[src/rtl/pipeline_pkg.sv]
// Shared instruction-format constants and issue-action encoding for the
// pipeline front end.
package pipeline_pkg;

  localparam int INSTR_W = 32;
  localparam int REG_AW  = 5;

  localparam int OP_HI = 31;
  localparam int OP_LO = 26;
  localparam int RS_HI = 25;
  localparam int RS_LO = 21;
  localparam int RT_HI = 20;
  localparam int RT_LO = 16;
  localparam int RD_HI = 15;
  localparam int RD_LO = 11;

  localparam logic [INSTR_W-1:0] NOP_INSTR = '0;

  typedef enum logic [1:0] {
    ACT_IDLE   = 2'd0,
    ACT_BUBBLE = 2'd1,
    ACT_ISSUE  = 2'd2
  } issue_act_e;

  function automatic logic [REG_AW-1:0] rs_of(input logic [INSTR_W-1:0] instr);
    return instr[RS_HI:RS_LO];
  endfunction

  function automatic logic [REG_AW-1:0] rt_of(input logic [INSTR_W-1:0] instr);
    return instr[RT_HI:RT_LO];
  endfunction

  function automatic logic [REG_AW-1:0] rd_of(input logic [INSTR_W-1:0] instr);
    return instr[RD_HI:RD_LO];
  endfunction

endpackage

[src/rtl/instr_issue_unit_if.sv]
// Loader-side handshake plus the issue outputs feeding Pipeline.InstrIn.
interface instr_issue_unit_if
  import pipeline_pkg::*;
#(
  parameter int CNT_W = 16
) ();

  logic               in_valid;
  logic [INSTR_W-1:0] in_instr;
  logic               in_ready;
  logic [INSTR_W-1:0] instr_out;
  logic               issued;
  logic               bubble;
  logic               empty;
  logic [CNT_W-1:0]   bubble_cnt;

  modport master (
    output in_valid, in_instr,
    input  in_ready, instr_out, issued, bubble, empty, bubble_cnt
  );

  modport slave (
    input  in_valid, in_instr,
    output in_ready, instr_out, issued, bubble, empty, bubble_cnt
  );

endinterface

[src/rtl/instr_fifo.sv]
// Small instruction FIFO with a combinational head; full/empty come from the
// occupancy counter so pointer equality never has to be disambiguated.
module instr_fifo #(
  parameter int DEPTH = 4,
  parameter int WIDTH = 32
) (
  input  logic                   clk,
  input  logic                   rst,
  input  logic                   push,
  input  logic                   pop,
  input  logic [WIDTH-1:0]       din,
  output logic [WIDTH-1:0]       head,
  output logic                   full,
  output logic                   empty,
  output logic [$clog2(DEPTH):0] count
);

  localparam int AW = $clog2(DEPTH);

  logic [WIDTH-1:0] mem [DEPTH];
  logic [AW-1:0]    wr_ptr_reg;
  logic [AW-1:0]    rd_ptr_reg;
  logic [AW:0]      count_reg;
  logic             do_push;
  logic             do_pop;

  assign full    = (count_reg == (AW+1)'(DEPTH));
  assign empty   = (count_reg == '0);
  assign count   = count_reg;
  assign head    = mem[rd_ptr_reg];
  assign do_push = push && !full;
  assign do_pop  = pop && !empty;

  // Power-of-two depth lets the pointers wrap by plain overflow.
  always_ff @(posedge clk or negedge rst) begin
    if (!rst) begin
      wr_ptr_reg <= '0;
      rd_ptr_reg <= '0;
      count_reg  <= '0;
    end else begin
      if (do_push) wr_ptr_reg <= wr_ptr_reg + 1'b1;
      if (do_pop)  rd_ptr_reg <= rd_ptr_reg + 1'b1;
      case ({do_push, do_pop})
        2'b10:   count_reg <= count_reg + 1'b1;
        2'b01:   count_reg <= count_reg - 1'b1;
        default: count_reg <= count_reg;
      endcase
    end
  end

  always_ff @(posedge clk) begin
    if (do_push) mem[wr_ptr_reg] <= din;
  end

endmodule

[src/rtl/instr_issue_unit.sv]
// Issues one instruction per clock from the FIFO, inserting NOP bubbles while
// the head reads a register written by one of the last HAZ_WIN issued slots.
module instr_issue_unit
  import pipeline_pkg::*;
#(
  parameter int DEPTH   = 4,
  parameter int HAZ_WIN = 3,
  parameter int CNT_W   = 16
) (
  input  logic               clk,
  input  logic               rst,
  instr_issue_unit_if.slave  bus
);

  logic [INSTR_W-1:0]              head;
  logic                            fifo_full;
  logic                            fifo_empty;
  logic [$clog2(DEPTH):0]          fifo_count;
  logic                            fifo_pop;

  logic [HAZ_WIN-1:0][REG_AW-1:0]  hist_reg;
  logic [HAZ_WIN-1:0]              match;
  logic                            hazard;
  logic [REG_AW-1:0]               head_rs;
  logic [REG_AW-1:0]               head_rt;

  issue_act_e                      act;
  logic [INSTR_W-1:0]              instr_out_reg;
  logic [INSTR_W-1:0]              instr_out_next;
  logic                            issued_reg;
  logic                            bubble_reg;
  logic [CNT_W-1:0]                bubble_cnt_reg;
  logic [REG_AW-1:0]               hist_in;

  instr_fifo #(
    .DEPTH (DEPTH),
    .WIDTH (INSTR_W)
  ) u_fifo (
    .clk   (clk),
    .rst   (rst),
    .push  (bus.in_valid),
    .pop   (fifo_pop),
    .din   (bus.in_instr),
    .head  (head),
    .full  (fifo_full),
    .empty (fifo_empty),
    .count (fifo_count)
  );

  assign head_rs = rs_of(head);
  assign head_rt = rt_of(head);

  // R0 is hardwired zero, so a zero source never waits on anything.
  genvar gi;
  generate
    for (gi = 0; gi < HAZ_WIN; gi++) begin : g_cmp
      assign match[gi] = ((head_rs != '0) && (head_rs == hist_reg[gi])) ||
                         ((head_rt != '0) && (head_rt == hist_reg[gi]));
    end
  endgenerate

  assign hazard = |match;

  always_comb begin
    act = ACT_IDLE;
    if (!fifo_empty) act = hazard ? ACT_BUBBLE : ACT_ISSUE;
  end

  always_comb begin
    fifo_pop       = 1'b0;
    instr_out_next = NOP_INSTR;
    hist_in        = '0;
    if (act == ACT_ISSUE) begin
      fifo_pop       = 1'b1;
      instr_out_next = head;
      hist_in        = rd_of(head);
    end
  end

  always_ff @(posedge clk or negedge rst) begin
    if (!rst) begin
      instr_out_reg  <= NOP_INSTR;
      issued_reg     <= 1'b0;
      bubble_reg     <= 1'b0;
      bubble_cnt_reg <= '0;
      hist_reg       <= '0;
    end else begin
      instr_out_reg <= instr_out_next;
      issued_reg    <= (act == ACT_ISSUE);
      bubble_reg    <= (act == ACT_BUBBLE);
      if ((act == ACT_BUBBLE) && (bubble_cnt_reg != '1))
        bubble_cnt_reg <= bubble_cnt_reg + 1'b1;
      hist_reg[0] <= hist_in;
      for (int i = 1; i < HAZ_WIN; i++) hist_reg[i] <= hist_reg[i-1];
    end
  end

  assign bus.in_ready   = !fifo_full;
  assign bus.empty      = (fifo_count == '0);
  assign bus.instr_out  = instr_out_reg;
  assign bus.issued     = issued_reg;
  assign bus.bubble     = bubble_reg;
  assign bus.bubble_cnt = bubble_cnt_reg;

endmodule

[src/flat_wrapper.sv]
// flat-port wrapper written by rule: the top's interface ports become plain ports
module instr_issue_unit_flat import pipeline_pkg::*;
#(
  parameter int DEPTH   = 4,
  parameter int HAZ_WIN = 3,
  parameter int CNT_W   = 16
)
  (clk, rst, bus_in_valid, bus_in_instr, bus_in_ready, bus_instr_out, bus_issued, bus_bubble, bus_empty, bus_bubble_cnt);
  instr_issue_unit_if #(.CNT_W(CNT_W)) bus_i ();
  input  logic clk;
  input  logic rst;
  input wire logic [$bits(bus_i.in_valid)-1:0] bus_in_valid;
  input wire logic [$bits(bus_i.in_instr)-1:0] bus_in_instr;
  output wire logic [$bits(bus_i.in_ready)-1:0] bus_in_ready;
  output wire logic [$bits(bus_i.instr_out)-1:0] bus_instr_out;
  output wire logic [$bits(bus_i.issued)-1:0] bus_issued;
  output wire logic [$bits(bus_i.bubble)-1:0] bus_bubble;
  output wire logic [$bits(bus_i.empty)-1:0] bus_empty;
  output wire logic [$bits(bus_i.bubble_cnt)-1:0] bus_bubble_cnt;
  assign bus_i.in_valid = bus_in_valid;
  assign bus_i.in_instr = bus_in_instr;
  assign bus_in_ready = bus_i.in_ready;
  assign bus_instr_out = bus_i.instr_out;
  assign bus_issued = bus_i.issued;
  assign bus_bubble = bus_i.bubble;
  assign bus_empty = bus_i.empty;
  assign bus_bubble_cnt = bus_i.bubble_cnt;
  instr_issue_unit #(.DEPTH(DEPTH), .HAZ_WIN(HAZ_WIN), .CNT_W(CNT_W)) u_core (.clk(clk), .rst(rst), .bus(bus_i));
endmodule
[config.mk]
export PLATFORM = sky130hd
export DESIGN_NAME = instr_issue_unit_flat
export DESIGN_NICKNAME = d
export VERILOG_FILES = /design/src/rtl/pipeline_pkg.sv /design/src/rtl/instr_issue_unit_if.sv /design/src/rtl/instr_fifo.sv /design/src/rtl/instr_issue_unit.sv /design/src/flat_wrapper.sv
export SDC_FILE = /design/constraint.sdc
export NUM_CORES = 1
export LEC_CHECK = 0
export ABC_AREA = 1
export BUFFER_PORTS_ARGS = -buffer_cell sky130_fd_sc_hd__buf_2
export CAP_MARGIN = 20
export CORE_MARGIN = 2
export CORE_UTILIZATION = 23
export CTS_BUF_LIST = sky130_fd_sc_hd__clkbuf_2 sky130_fd_sc_hd__clkbuf_4 sky130_fd_sc_hd__clkbuf_8
export CTS_CLUSTER_DIAMETER = 40
export DETAILED_ROUTE_END_ITERATION = 6
export GPL_ROUTABILITY_DRIVEN = 0
export MAX_ROUTING_LAYER = met4
export PLACE_DENSITY_LB_ADDON = 0.15
export SETUP_SLACK_MARGIN = 0.3
export SYNTH_ARGS = -nofsm -noshare
export SYNTH_HDL_FRONTEND = slang
export SYNTH_SLANG_ARGS = --single-unit
[constraint.sdc]
create_clock -name clk -period 5.1 [get_ports clk]
set_input_delay 0.255 -clock clk [delete_from_list [all_inputs] [get_ports clk]]
set_output_delay 0.255 -clock clk [all_outputs]
set_load 0.005 [all_outputs]
Word-level counts from Yosys, hierarchy flattened
Memories as Yosys holds them, arrays and structs flattened.
Index checks and enable logic that the tools add are counted.

storage, ports and cells
  register bits after elaboration = 72
  bits in writable memories = 128
  input bits = 35
  memories = 1

cells by class
  add/sub/neg operators = 5
  eq/ne operators = 12
  muxes and demuxes = 8
  reduce and logical (&&, ||, !) cells = 19

memories
  name               words  bits a word  read ports  clocked after memory_dff  write ports  RTL line          RTL
  u_core.u_fifo.mem  4      32           1           0                         1            instr_fifo.sv:20  logic [WIDTH-1:0] mem [DEPTH];

operators with widths
  operator                                                               number
  32-bit 2-to-1 mux                                                      1
  5-bit equality test                                                    6
  16-bit by 1-bit adder with 16-bit output, second input constant        1
  16-bit != test, second input constant                                  1
  5-bit nonzero test                                                     2
  1-bit logical AND                                                      9
  3-bit one-hot mux with 2 select lines                                  1
  5-bit 2-to-1 mux                                                       1
  2-bit by 1-bit adder with 2-bit output, second input constant          2
  2-bit by 1-bit equality test with 1-bit output, second input constant  2
  2-bit equality test, second input constant                             2
  2-bit 2-to-1 mux                                                       2
  3-bit by 1-bit adder with 3-bit output, second input constant          1
  3-bit equality test, second input constant                             1
  3-bit zero test                                                        1
  1-bit logical OR                                                       3
  1-bit 2-to-1 mux                                                       3
  3-bit OR reduction                                                     1
  3-bit by 1-bit subtractor with 3-bit output, second input constant     1
  1-bit zero test                                                        2
  2-bit nonzero test                                                     1

Depth between registers and ports, before layout
Gate-level depths: netlist (run 1).
An unclocked memory read counts as a cell.

  word-level depth = 12
  mapped depth = 21
  mapped depth without buffers = 17

Modules after synthesis
From an unflattened synthesis (run 1), not the netlist that was laid out.

second synthesis, totals
  cells, all modules = 791
  area, all modules = 8498.2 um^2

by module, submodules not included
  module            instances  cells an instance  area each (um^2)  seq. area each (um^2)
  instr_fifo        1          435                5572.8            4018.9
  instr_issue_unit  1          356                2925.3            1501.4

Least setup slack after synthesis (run 1)
OpenSTA, ideal clock, no wires.

  path kind = reg-to-reg
  start point = register u_core.u_fifo.rd_ptr_reg[0]
  end point = register u_core.u_fifo.count_reg[2], in the netlist u_core.u_fifo.count[2]
  library setup time = 124 ps
  arrival = 2646 ps
  path slack = 2330 ps
  cell stages (with the launch flop) = 20
  path buffers = 4
  period minus slack after synthesis = 2770 ps
  cells stage by stage = dfrtp_1 inv_2 buf_4 buf_6 nand2_1 nand3_1 nand2_2 xor2_1 nand3_1 nand3_1 nand2_1 nand2_1 buf_4 buf_4 nor2_1 ha_1 fa_1 a21oi_1 o21ai_0 xnor2_1

between the ends
  word-level cells in the longest chain between the ends = 12
  elaborated cells on any way between the ends = 28

ends and longest elaborated chain
  item                                                                                   RTL line                                        RTL
  start: declaration                                                                     instr_fifo.sv:22                                logic [AW-1:0] rd_ptr_reg;
  start signal: assignment                                                               instr_fifo.sv:42                                if (do_pop) rd_ptr_reg <= rd_ptr_reg + 1'b1;
  memory read 4 x 32 bit *                                                               --
  5-bit equality test, or another cell as far along                                      instr_issue_unit.sv:57                          assign match[gi] = ((head_rs != '0) && (head_rs == hist_reg[gi])) ||
  1-bit logical AND, on equally long branches                                            instr_issue_unit.sv:57, instr_issue_unit.sv:58
  1-bit logical OR                                                                       instr_issue_unit.sv:57
  3-bit OR reduction *                                                                   instr_issue_unit.sv:62                          assign hazard = |match;
  2-bit 2-to-1 mux * (2 in series)                                                       instr_issue_unit.sv:66                          if (!fifo_empty) act = hazard ? ACT_BUBBLE : ACT_ISSUE;
  2-bit equality test *                                                                  instr_issue_unit.sv:73                          if (act == ACT_ISSUE) begin
  1-bit 2-to-1 mux *                                                                     instr_issue_unit.sv:73
  1-bit logical AND *                                                                    instr_fifo.sv:32                                assign do_pop = pop && !empty;
  2-bit by 1-bit equality test with 1-bit output or 2-bit equality test (tied branches)  instr_fifo.sv:43                                case ({do_push, do_pop})
  3-bit one-hot mux with 2 select lines or 2-bit nonzero test (tied branches)            --
  end signal: assignment                                                                 instr_fifo.sv:44                                2'b10: count_reg <= count_reg + 1'b1;
  end signal: assignment                                                                 instr_fifo.sv:45                                2'b01: count_reg <= count_reg - 1'b1;
  end signal: assignment                                                                 instr_fifo.sv:46                                default: count_reg <= count_reg;
  end: declaration                                                                       instr_fifo.sv:23                                logic [AW:0] count_reg;

Every way passes the cells marked *; elsewhere a longest branch is shown, timed or not.
A chain may end at the register's enable or synchronous reset.

Worst setup path after layout (run 1)
  start point = register u_core.u_fifo.rd_ptr_reg[1]
  end point = register u_core.u_fifo.count_reg[2], in the netlist u_core.u_fifo.count[2]

Same word-level chain as after synthesis.

==> results of run 1 <==
==> logic make-up (layout without fill, tap and decap cells) <==
group           Yosys count  count (layout)  share of synthesized area, %
fa+ha+maj                 7               7                          1.18
flops                   195             195                          68.7
simple gates            368             368                          19.3
other cells               0               1                             0
xor+xnor                 24              24                          2.62
compound gates           48              48                          4.36
buf+inv                  61             186                          3.72
mux                       1               1                         0.140
==> routing by layer <==
layer	share of wire [%]	global-route usage (%)	vias to the layer above
met3	3.7	2.63	10
met4	1.1	3.13	0
met5	0	-	-
li1	-	-	2630
met1	47	14.8	2542
met2	48	19.1	89
==> layout make-up <==
cell class              count  area share, %
diodes                      1         0.0259
clock buffers              17           2.42
clock inverters            15           1.76
inverters                  27           1.05
multi-input cells         448           23.2
flip-flops and latches    195           57.1
well taps                 455           5.89
repair buffers            127           8.47
==> cells in the mapped netlist <==
library cell,instances,area share [%]
a21oi_1,24,1.5
a32o_1,22,2.7
buf_1,6,0.28
buf_2,5,0.31
buf_4,9,0.84
buf_6,4,0.56
clkbuf_1,10,0.47
clkinv_1,1,0.047
dfrtp_1,67,21
edfxtp_1,128,48
fa_1,1,0.25
ha_1,6,0.93
inv_1,23,1.1
inv_2,3,0.14
mux2_2,1,0.14
nand2_1,219,10
nand2_2,1,0.078
nand2_4,1,0.14
nand3_1,52,3.2
nand3_2,1,0.12
nand3b_1,8,0.75
nand4_1,19,1.5
nor2_1,62,2.9
nor3_1,3,0.19
nor4_1,1,0.078
o21ai_0,2,0.12
or3_1,1,0.078
xnor2_1,7,0.76
xor2_1,17,1.9
==> power by group through the flow <==
stage,Clock (mW),Combinational (mW),Sequential [mW]
final,1.03,2.58,2.39
after global routing,1.13,2.98,2.43
after floorplan,0,1.89,2.36
after detailed placement,0,2.62,2.43
after CTS,1.07,2.66,2.39
after global placement,0,2.65,2.44
==> worst min path at each step <==
stage / from / to / slack, ns / cells after the start
2_1_floorplan: rst / u_core.bus.bubble$_DFF_PN0_ / -0.04 / 0
5_1_grt: bus_in_instr[20] / u_core.u_fifo.mem[3][20]$_DFFE_PP_ / 0.001 / 1
3_5_place_dp: rst / u_core.hist_reg[11]$_DFF_PN0_ / 0.16 / 1
4_1_cts: bus_in_instr[20] / u_core.u_fifo.mem[0][20]$_DFFE_PP_ / 0.005 / 1
6_report: bus_in_instr[16] / u_core.u_fifo.mem[3][16]$_DFFE_PP_ / 0.04 / 1
3_3_place_gp: rst / u_core.hist_reg[12]$_DFF_PN0_ / 0.16 / 1
==> through the flow <==
stage               hold WS [ns]  total power [mW]  worst slack, ns  util (%)
finish                    0.0361              6.00             1.34      28.0
global route             0.00107              6.54            0.981      28.0
CTS                      0.00458              6.12             1.29      28.0
detailed placement         0.158              5.05             1.31      26.0
global placement           0.159              5.09             1.37      26.0
floorplan                -0.0406              4.25             2.33         -
==> timing repair <==
action                    in CTS  in global routing
hold endpoints to repair     133                  0
hold buffers                  31                  0
buffers inserted               0                  0
==> impl_metrics.json, run 1 <==
{
  "crit-reg2reg-launch": "u_core.u_fifo.rd_ptr_reg[1]$_DFFE_PN0N_",
  "intPower_mw": 3.37,
  "slowest_stage": "dfrtp_1",
  "largest_register_ffs": 128,
  "clockBufferDepth": 2,
  "status": "complete, no violations",
  "netlist_area_um2": 8040,
  "antenna_found_initial": 1,
  "worstSetupPathDepth": 16,
  "insertion_delay_ns": 0.48,
  "clkTransAtPathRegs_ns": 0.12,
  "setup_viol_count_final": 0,
  "post-place-cells": 1221,
  "timing.final.hold_violations": 0,
  "cts_sinks": 195,
  "die_h_um": 191,
  "hpwl_um": 12700,
  "drc": 0,
  "rows": 68,
  "core-area_um2": 34500,
  "syn_area_per_cell_um2": 11.4,
  "areaGrowthSynthToFinish_pct": 20.3,
  "rsz0062_at_grt": "no",
  "cts_resized": 0,
  "drtAntennaViolNets": 0,
  "fp.dieW_um": 191,
  "critical_path_class": "flip-flop to flip-flop",
  "rr_worst_depth": 16,
  "drtPass1Iterations": 4,
  "slew_headroom_pct": 51.8,
  "cap_violations": 0,
  "cts_buffers": 17,
  "synthCells": 704,
  "critPathMaxFanout": 32,
  "crit_start": "u_core.u_fifo.rd_ptr_reg[1]$_DFFE_PN0N_",
  "required_ns": 5.46,
  "die_area_um2": 36400,
  "drive_above_1_share_pct": 16.9,
  "max_freq_ghz": 0.266,
  "cpLargestDelayFamily": "buffers and inverters",
  "num_vias": 5271,
  "grt_max_degree": 67,
  "final_cell_mix": "219 x nand2_1, 128 x edfxtp_1, 85 x buf_2, 66 x dfrtp_1, 58 x nor2_1",
  "irDropWorstVdd_mv": 0.463,
  "grt_pass1_vias": 5514,
  "grt_first_pass_wirelength_um": 31500,
  "fin_nets": 858,
  "fin_crit_ns": 3.76,
  "mostFrequentLayoutCell": "nand2_1",
  "cp_slowest_stage_delay_ns": 0.57,
  "hp-class": "input pin to flip-flop",
  "seqPwrFrac_pct": 39.8,
  "leakage_nw": 3.96,
  "drt-wirelength-per-cell_um": 15.4,
  "fin_crit_sh_pct": 73.6,
  "place_area_um2": 8950,
  "yosysSeqAreaShare_pct": 68.7,
  "io_pins": 87,
  "register_area_um2": 5520,
  "yosys_register_bits": 195,
  "htree_levels": 4,
  "viasPerCell": 4.10,
  "fin_area_um2": 9660,
  "p_clk_share_pct": 17.1,
  "drt_iter0_markers": 336,
  "tightest_slew_ns": 0.724,
  "grt_usage_pct": 11.8,
  "port_buffers": 86,
  "fillers": 3577,
  "switchingPower_mw": 2.63,
  "fin_cells": 1285,
  "endpoint_kind": "flip-flop",
  "r2r-end": "u_core.u_fifo.count[2]$_DFFE_PN0P_",
  "cts-root-buf": "clkbuf_8",
  "reg2reg_slack_ns": 1.34,
  "start_kind": "flip-flop",
  "cts_tree": "done",
  "swShare_pct": 43.8,
  "tns_ns": 0,
  "wirelength_um": 19800,
  "endpoint": "u_core.u_fifo.count[2]$_DFFE_PN0P_",
  "fin_skew_ns": 0.0177,
  "overflow": 0,
  "start_util_pct": 23.3,
  "ys_warn_count": 0,
  "arrival_ns": 4.12,
  "critPathBufInv": 3,
  "p_comb_share_pct": 43.1,
  "path_cells": "inv_2 -> buf_4 -> nand3_1 -> nand2_2 -> xor2_1 -> nand3_1 -> nand3_1 -> nand2_1 -> nand2_1 -> buf_4 -> nor2_1 -> ha_1 -> fa_1 -> a21oi_1 -> o21ai_0 -> xnor2_1",
  "finalMaxSlewViolations": 0,
  "synth_cell_types": 29,
  "synth_nets": 746,
  "cpMostUsedCell": "nand3_1",
  "multiInputGateArea_um2": 2250,
  "power_density_nw_per_um2": 621
}
Power figures use the tool's default switching activity.
==> run 2, diff against run 1 <==
--- a/config.mk
+++ b/config.mk
@@ -5,7 +5,7 @@
 export SDC_FILE = /design/constraint.sdc
 export NUM_CORES = 1
 export LEC_CHECK = 0
-export ABC_AREA = 1
+export ABC_AREA = 0
 export BUFFER_PORTS_ARGS = -buffer_cell sky130_fd_sc_hd__buf_2
 export CAP_MARGIN = 20
 export CORE_MARGIN = 2
==> constraint.sdc (replaced) <==
create_clock -name clk -period 3.22 [get_ports clk]
set_input_delay 0.161 -clock clk [delete_from_list [all_inputs] [get_ports clk]]
set_output_delay 0.161 -clock clk [all_outputs]
set_load 0.005 [all_outputs]
==> impl_metrics.json, run 2 <==
{
  "power_density_nw_per_um2": 1000,
  "io_pins": 87,
  "grt_util_met3_pct": 2.73,
  "drt-wirelength-per-cell_um": 17.0,
  "die_area_um2": 34700,
  "synth_common_cells": "128 x edfxtp_1, 67 x dfrtp_1, 35 x xnor2_1, 31 x mux4_2, 14 x xor2_1",
  "htree_levels": 4,
  "yosysMostFrequentCell": "edfxtp_1",
  "setup_viol_count_final": 0,
  "holdWs_ns": 0.111,
  "post-route-util_pct": 29.4,
  "place_area_um2": 8710,
  "irDropWorstVdd_mv": 0.723,
  "fin_nets": 599,
  "netlist_area_um2": 7630,
  "wirelength_um": 17200,
  "reg2reg_slack_ns": 0.26,
  "cap_violations": 0,
  "synthTopCellsByArea": "edfxtp_1 50%, dfrtp_1 22%, mux4_2 9.1%",
  "final_cell_mix": "128 x edfxtp_1, 85 x buf_2, 65 x dfrtp_1, 33 x dlygate4sd3_1, 32 x mux4_2",
  "fin_area_um2": 9580,
  "critical_path_class": "flip-flop to flip-flop",
  "synth_nets": 456,
  "cts_tree": "done",
  "synth_cell_types": 36,
  "syn_area_per_cell_um2": 18.4,
  "grt_pass1_vias": 4447,
  "arrival_ns": 3.31,
  "synthArstFlopShare_pct": 34.4,
  "fin_crit_ns": 2.96,
  "grt_usage_pct": 10.9,
  "gr-usage-met2_pct": 17.2,
  "cts_buffers": 17,
  "tns_ns": 0,
  "drt_iter0_markers": 114,
  "rsz0062_at_grt": "yes",
  "tightest_slew_ns": 0.769,
  "leakage_nw": 3.61,
  "areaGrowthSynthToFinish_pct": 25.5,
  "synth.largest_area_cell": "edfxtp_1",
  "crit-reg2reg-launch": "u_core.u_fifo.rd_ptr_reg[0]$_DFFE_PN0N_",
  "viasPerCell": 3.94,
  "r2r-end": "u_core.u_fifo.count[1]$_DFFE_PN0P_",
  "fin_cells": 1013,
  "fillers": 3262,
  "dp_slack_ns": 0.205,
  "drc": 0,
  "hp-class": "input pin to flip-flop",
  "min-delay-start": "bus_in_valid",
  "synthCells": 414,
  "synth_ff_type": "edfxtp_1",
  "timing.final.hold_violations": 0,
  "core-area_um2": 32600,
  "fp.dieW_um": 186,
  "post-place-cells": 939,
  "die_h_um": 186,
  "max_freq_ghz": 0.338,
  "start_util_pct": 23.4,
  "ys_warn_count": 0,
  "grtUsageMet1_pct": 13.9,
  "antenna_found_initial": 1,
  "gr-max-usage-layer": "met2",
  "slew_headroom_pct": 48.8,
  "fin_skew_ns": 0.0235,
  "grt_first_pass_wirelength_um": 26500,
  "fin_ws_ns": 0.261,
  "cts-root-buf": "clkbuf_8",
  "hpwl_um": 11000,
  "drtAntennaViolNets": 0,
  "hold_depth": 3,
  "yosys_register_bits": 195,
  "finalMaxSlewViolations": 0,
  "drive_above_1_share_pct": 38.1,
  "overflow": 0,
  "clockBufferDepth": 2,
  "total_power_mw": 9.62,
  "insertion_delay_ns": 0.48,
  "required_ns": 3.57,
  "synth_top_area_share_pct": 50.4,
  "cts_sinks": 195,
  "synth_edf_count": 128,
  "largest_register_ffs": 128,
  "endpoint_kind": "flip-flop",
  "rr_worst_depth": 11,
  "port_buffers": 86,
  "fin_crit_sh_pct": 91.9,
  "clkTransAtPathRegs_ns": 0.11,
  "num_vias": 3996,
  "drtPass1Iterations": 4,
  "holdPathEnd": "u_core.u_fifo.wr_ptr_reg[0]$_DFFE_PN0P_",
  "status": "complete, no violations",
  "rows": 66,
  "critPathMaxFanout": 6,
  "start_kind": "flip-flop",
  "mostFrequentLayoutCell": "edfxtp_1",
  "yosysSeqAreaShare_pct": 72.3,
  "grt_max_degree": 54
}
-- run 2: cell families (layout without fill, tap and decap cells) --
group | Yosys count | after routing | synth area share, %
adder cells (fa/ha/maj) | 7 | 7 | 1.25
multiplexers | 39 | 39 | 10.5
XOR/XNOR | 50 | 50 | 5.84
other | 0 | 1 | 0
AND/OR/NAND/NOR | 89 | 89 | 7.20
buffers and inverters | 26 | 182 | 2.03
flip-flops | 195 | 195 | 72.3
AO/OA/AOI/OAI | 8 | 8 | 0.869
-- run 2: critical path, stage by stage (launching register included) --
cell     delay, ns
dfrtp_2       0.42
buf_8         0.15
mux4_2        0.59
buf_6         0.16
xor2_4        0.14
nor3_4        0.05
o31ai_4       0.30
nand3_4       0.11
inv_4         0.08
ha_4          0.13
fa_2          0.42
mux2_4        0.28
-- run 2: layer usage --
layer | share of wire, % | vias to the layer above
li1 | - | 1827
met3 | 3.8 | 14
met4 | 1.1 | 0
met1 | 47 | 2075
met5 | 0 | -
met2 | 48 | 80
-- run 2: where the power goes --
group | switching, mW | total [mW] | internal [mW]
Combinational | 2.23 | 4.25 | 2.02
Sequential | 0.366 | 3.79 | 3.42
Clock | 0.987 | 1.58 | 0.595
-- run 2: layout make-up --
type / instances / area, um^2 / area share, %
Antenna cell: 1 / 2.50 / 0.0261
Clock buffer: 18 / 241 / 2.52
Clock inverter: 14 / 166 / 1.74
Inverter: 7 / 28.8 / 0.300
Multi-Input combinational cell: 193 / 2080 / 21.7
Sequential cell: 195 / 5520 / 57.7
Tap cell: 442 / 553 / 5.77
Timing Repair Buffer: 143 / 987 / 10.3
-- run 2: what timing repair did --
action | CTS | global route
resized for setup | 9 | 3
gates cloned | 0 | 0
endpoints found under the setup margin | 7 | 22
endpoints found under the hold margin | 180 | 0
setup buffers | 6 | 2
hold buffers | 33 | 0
pin swaps | 11 | 3
-- run 2: worst max-delay path by stage --
stage / from / end / slack, ns / cells past startpoint
final: u_core.u_fifo.rd_ptr_reg[0]$_DFFE_PN0N_ / u_core.u_fifo.count[1]$_DFFE_PN0P_ / 0.26 / 11
after global routing: u_core.u_fifo.rd_ptr_reg[0]$_DFFE_PN0N_ / u_core.u_fifo.count[1]$_DFFE_PN0P_ / 0.11 / 11
after CTS: u_core.u_fifo.rd_ptr_reg[0]$_DFFE_PN0N_ / u_core.u_fifo.count[1]$_DFFE_PN0P_ / 0.24 / 11
after detailed placement: u_core.u_fifo.rd_ptr_reg[0]$_DFFE_PN0N_ / u_core.u_fifo.count[2]$_DFFE_PN0P_ / 0.21 / 13
after global placement: u_core.u_fifo.rd_ptr_reg[0]$_DFFE_PN0N_ / u_core.u_fifo.count[2]$_DFFE_PN0P_ / 0.23 / 12
after floorplan: u_core.u_fifo.rd_ptr_reg[0]$_DFFE_PN0N_ / u_core.u_fifo.count[1]$_DFFE_PN0P_ / 0.13 / 12
